### config.mk
export PLATFORM = sky130hd
export DESIGN_NAME = conv_window_gen
export DESIGN_NICKNAME = d
export VERILOG_FILES = /design/src/rtl/conv_window_gen.sv
export SDC_FILE = /design/constraint.sdc
export NUM_CORES = 2
export LEC_CHECK = 0
export ABC_CLOCK_PERIOD_IN_PS = 9900
export CAP_MARGIN = 20
export CORE_UTILIZATION = 60
export CTS_CLUSTER_DIAMETER = 100
export DETAILED_ROUTE_END_ITERATION = 12
export PLACE_DENSITY = 0.76
export SYNTH_ARGS = -nofsm -noshare
export SYNTH_HDL_FRONTEND = slang
export SYNTH_SLANG_ARGS = --single-unit
### constraint.sdc
create_clock -name clk -period 9.9 [get_ports clk]
set_input_delay 1.98 -clock clk [delete_from_list [all_inputs] [get_ports clk]]
set_output_delay 1.98 -clock clk [all_outputs]
set_load 0.02 [all_outputs]
### src/rtl/conv_window_gen.sv
// Streaming K x K sliding-window generator over a raster-order N x N image.
// Keeps K-1 previous rows in line buffers and emits one window per valid position.
module conv_window_gen #(
    parameter int DATA_WIDTH  = 16,
    parameter int KERNEL_SIZE = 5,
    parameter int IMAGE_SIZE  = 28
) (
    input  logic                                       clk,
    input  logic                                       reset,
    input  logic                                       pix_valid,
    output logic                                       pix_ready,
    input  logic [DATA_WIDTH-1:0]                      pix_data,
    output logic                                       win_valid,
    input  logic                                       win_ready,
    output logic [KERNEL_SIZE*KERNEL_SIZE*DATA_WIDTH-1:0] win_data,
    output logic [$clog2(IMAGE_SIZE)-1:0]              win_row,
    output logic [$clog2(IMAGE_SIZE)-1:0]              win_col,
    output logic                                       frame_done
);
    localparam int K  = KERNEL_SIZE;
    localparam int N  = IMAGE_SIZE;
    localparam int DW = DATA_WIDTH;
    localparam int CW = $clog2(IMAGE_SIZE);
    localparam logic [CW-1:0] LAST = CW'(N - 1);
    localparam logic [CW-1:0] KM1  = CW'(K - 1);

    // Handshake: a pixel moves on an edge with pix_valid && pix_ready, a window
    // moves on an edge with win_valid && win_ready; pix_ready only drops while
    // a finished window is waiting for the consumer.
    logic [CW-1:0] row_q, row_d, col_q, col_d;
    logic [CW-1:0] win_row_q, win_row_d, win_col_q, win_col_d;
    logic          win_valid_q, win_valid_d;
    logic          frame_done_q, frame_done_d;
    logic [DW-1:0] linebuf_q [K-1][N];
    logic [DW-1:0] win_q [K][K];
    logic [DW-1:0] win_d [K][K];
    logic [DW-1:0] new_col [K];
    logic          accept, consume, completes;

    assign pix_ready = !win_valid_q || win_ready;
    assign accept    = pix_valid && pix_ready;
    assign consume   = win_valid_q && win_ready;
    assign completes = (row_q >= KM1) && (col_q >= KM1);

    // Column entering the window: oldest buffered row on top, live pixel at the bottom.
    always_comb begin
        for (int r = 0; r < K - 1; r++) begin
            new_col[r] = linebuf_q[K-2-r][col_q];
        end
        new_col[K-1] = pix_data;
    end

    always_comb begin
        row_d        = row_q;
        col_d        = col_q;
        win_row_d    = win_row_q;
        win_col_d    = win_col_q;
        win_valid_d  = win_valid_q;
        frame_done_d = frame_done_q;
        win_d        = win_q;
        if (accept) begin
            if (col_q == LAST) begin
                col_d = '0;
                row_d = (row_q == LAST) ? '0 : row_q + 1'b1;
            end else begin
                col_d = col_q + 1'b1;
            end
            for (int r = 0; r < K; r++) begin
                for (int c = 0; c < K - 1; c++) begin
                    win_d[r][c] = win_q[r][c+1];
                end
                win_d[r][K-1] = new_col[r];
            end
            win_valid_d  = completes;
            frame_done_d = completes && (row_q == LAST) && (col_q == LAST);
            if (completes) begin
                win_row_d = row_q - KM1;
                win_col_d = col_q - KM1;
            end
        end else if (consume) begin
            win_valid_d  = 1'b0;
            frame_done_d = 1'b0;
        end
    end

    always_ff @(posedge clk) begin
        if (reset) begin
            row_q        <= '0;
            col_q        <= '0;
            win_row_q    <= '0;
            win_col_q    <= '0;
            win_valid_q  <= 1'b0;
            frame_done_q <= 1'b0;
            for (int r = 0; r < K; r++) begin
                for (int c = 0; c < K; c++) begin
                    win_q[r][c] <= '0;
                end
            end
        end else begin
            row_q        <= row_d;
            col_q        <= col_d;
            win_row_q    <= win_row_d;
            win_col_q    <= win_col_d;
            win_valid_q  <= win_valid_d;
            frame_done_q <= frame_done_d;
            win_q        <= win_d;
        end
    end

    // Line buffers carry no reset; stale contents are never emitted because
    // windows are only produced once K rows of the current frame are present.
    always_ff @(posedge clk) begin
        if (accept) begin
            linebuf_q[0][col_q] <= pix_data;
            for (int i = 1; i < K - 1; i++) begin
                linebuf_q[i][col_q] <= linebuf_q[i-1][col_q];
            end
        end
    end

    always_comb begin
        win_data = '0;
        for (int r = 0; r < K; r++) begin
            for (int c = 0; c < K; c++) begin
                win_data[(r*K+c)*DW +: DW] = win_q[r][c];
            end
        end
    end

    assign win_valid  = win_valid_q;
    assign win_row    = win_row_q;
    assign win_col    = win_col_q;
    assign frame_done = frame_done_q;
endmodule

==> impl_metrics.ini <==
[run_status]
status = complete, no violations

[synthesis]
synth_edf_count = 1792
synthFlopType = edfxtp_1
yosysUniqueCellTypes = 54
ys_warn_count = 0
syn-cell-area_sq_mm = 0.0830
synth_top_area_cell = edfxtp_1
syn_nets = 5382
synth_area_per_cell_sq_um = 15.5
synth_area_leaders = edfxtp_1 (65%), dfxtp_1 (10%), mux2i_1 (8.3%)
ys_seq_area_frac = 0.750
synth-async-reset-ratio = 0
synth_most_common_cell = edfxtp_1
synthCells = 5348
yosysTopAreaCellShare = 0.648
ys_seq_elements = 2214
yosys-top-cells-count = edfxtp_1 (1792), nand2_1 (747), mux2i_1 (688)

[setup_path]
crit_path_start = win_ready
rr_worst_depth = 6
path_cells = clkdlybuf4s50_1 -> nor2b_1 -> inv_1 -> clkdlybuf4s50_1
reg2reg_to = linebuf_q[1][353]
crit_top_cell = clkdlybuf4s50_1
r2r-start = col_q[1]
crit_arrival_ns = 3.62
endpoint = pix_ready
cp.depth = 4
crit_required_ns = 7.92
critical_path.n_buffers_inverters = 3
path_delay_family = buffers and inverters
slowest_stage = clkdlybuf4s50_1
end_kind = output pin
critPathKind = in -> out
crit_fanout = 5
start_kind = input port
r2r_setup_slack_ns = 4.96
max_stage_delay_ns = 0.59

[route]
drc = 0
num_vias = 49500
wl_per_cell_um = 28.1
wl_um = 219000
drt_iter0_drc = 6031
avgViaCountPerCell = 6.37
drtPass1Iterations = 6
final_antenna_net_count = 0

[global_route]
grt_max_degree = 233
grt_pass1_wl_um = 316000
grt_pass1_vias = 47800
grt_overflow = 0
grt_usage = 0.310
antenna_found_initial = 4

[sta]
finalCriticalPeriod_ns = 5.60
final.period_utilization = 0.566
setup_slack_ns = 4.30
skew_ns = 0.0474
rsz0062_at_grt = false
relSlewSlack = 0.223
final_max_slew_viol_count = 0
max_freq_ghz = 0.179
setup_violations = 0
worst_slew_pin_slew_ns = 1.17
hold_violations = 0
setup-tns-final_ns = 0

[clock_tree]
cts_root_buf = clkbuf_16
cts.repair.resized = 0
cts_buffers = 208
clock-sinks = 2214
htree_levels = 4
cts_tree = built
hold_buffers = 0
cts_setup_buffers = 0
insertion_delay_ns = 0.85
clockBufferDepth = 3
clk_pin_slew_ns = 0.06

[power]
ir_drop_mv = 0.185
finalPower_uw = 20000
leakage_uw = 0.0302
power_density_mw_per_mm2 = 207

[cells_and_area]
layout-drive-gt1-share = 0.106
syn2layout_area_growth_pct = 16.5
nFillCells = 8697
final_core_util = 0.704
nets = 5834

[placed_design]
place.gp.congestion = 0.845
hpwl_um = 126000
portBuffers = 432
dp_slack_ns = 4.00

[flow_run]
cap_violations = 0

[floorplanning]
row_count = 136
initial_core_util = 0.604
fp.dieW_um = 374
io_pins = 433
core_sq_mm = 0.137
dieHeight_um = 374
dieArea_sq_mm = 0.140

[hold_path]
hp-class = reg -> reg
worst min path at each step:
stage                               end          start  cells past startpoint  slack [ns]
after floorplan                row_q[1]       row_q[1]                      2        0.48
after global placement    win_data[335]  win_data[335]                      2        0.44
after detailed placement  win_data[164]  win_data[164]                      2        0.45
after CTS                 win_data[164]  win_data[164]                      2        0.45
after global routing        win_data[8]    win_data[8]                      2        0.47
final                     win_data[164]  win_data[164]                      2        0.45
cells by family (layout without fill, tap and decap cells):
family,count (synthesis),in the layout,synth area share
flip-flops,2214,2214,0.750
buffers and inverters,352,985,0.0189
XOR/XNOR,8,8,0.000844
AND/OR/NAND/NOR,1147,1147,0.0572
multiplexers,794,794,0.111
AO/OA/AOI/OAI,819,819,0.0594
adder cells (fa/ha/maj),14,14,0.00211
other,0,3,0
layer usage:
metal	wire (um)	vias to the layer above	GRT usage
met5	63	-	0
met4	10700	8	0.141
met3	21600	599	0.0593
met2	105000	2811	0.501
met1	81000	24900	0.410
li1	-	21200	-
flip-flops by register name, summed over array words and instances (netlist names):
| signal | cells |
|---|---|
| col_q | 5 |
| win_valid | 1 |
| row_q | 5 |
| win_row | 5 |
| linebuf_q | 1792 |
| frame_done | 1 |
| win_data | 400 |
| win_col | 5 |
final cells by class:
cell class                 count  area (sq um)  area share
sequential                  2214         62300       0.644
timing repair buffer         584          5800      0.0600
clock inverter               130          1320      0.0137
antenna                        3          7.51   0.0000776
multi-input combinational   2782         19500       0.202
clock buffer                 261          5540      0.0573
tap                         1794          2240      0.0232
inverter                      10          37.5    0.000388
cells in the final DEF (no fill, tap or decap), types with 10 or more instances in the layout:
cell type        synthesis  routed
a21oi_1                363     363
o21a_1                  47      47
clkinv_1                 0      44
edfxtp_1              1792    1792
clkbuf_16                0     210
nor4_1                  59      59
buf_4                   21     125
nor2_1                 195     167
a22oi_1                106     106
clkdlybuf4s50_1          0     431
clkbuf_1               199      39
buf_8                    0      12
o22ai_1                218     218
dfxtp_1                422     419
nand3_1                100      95
nor2_4                   0      27
mux2i_1                688     688
clkinv_2                 0      39
clkbuf_8                 0      11
nand2_1                747     746
ha_1                    14      14
clkinvlp_4               0      10
mux4_2                 103     103
o21ai_0                 36      36
bufinv_16                0      20
tightest hold or removal path, delay by kind of cell, from the launching register on:
kind	cells	cell delay, ns
DFF	1	0.31
and+or+nand+nor	1	0.05
AOI/OAI and AO/OA	1	0.05
through the flow:
step,instances,hold slack [ns],instance area [sq um]
after floorplan,5348,0.480,83000
after global placement,7364,0.441,89500
after detailed placement,7373,0.446,89600
after CTS,7764,0.454,96500
after global routing,7775,0.469,96700
final,7778,0.454,96700
where the power goes:
group	switching, uW	internal [uW]
registers	89.2	10400
logic	1050	486
clock network	3450	4500
Power figures use the tool's default switching activity.
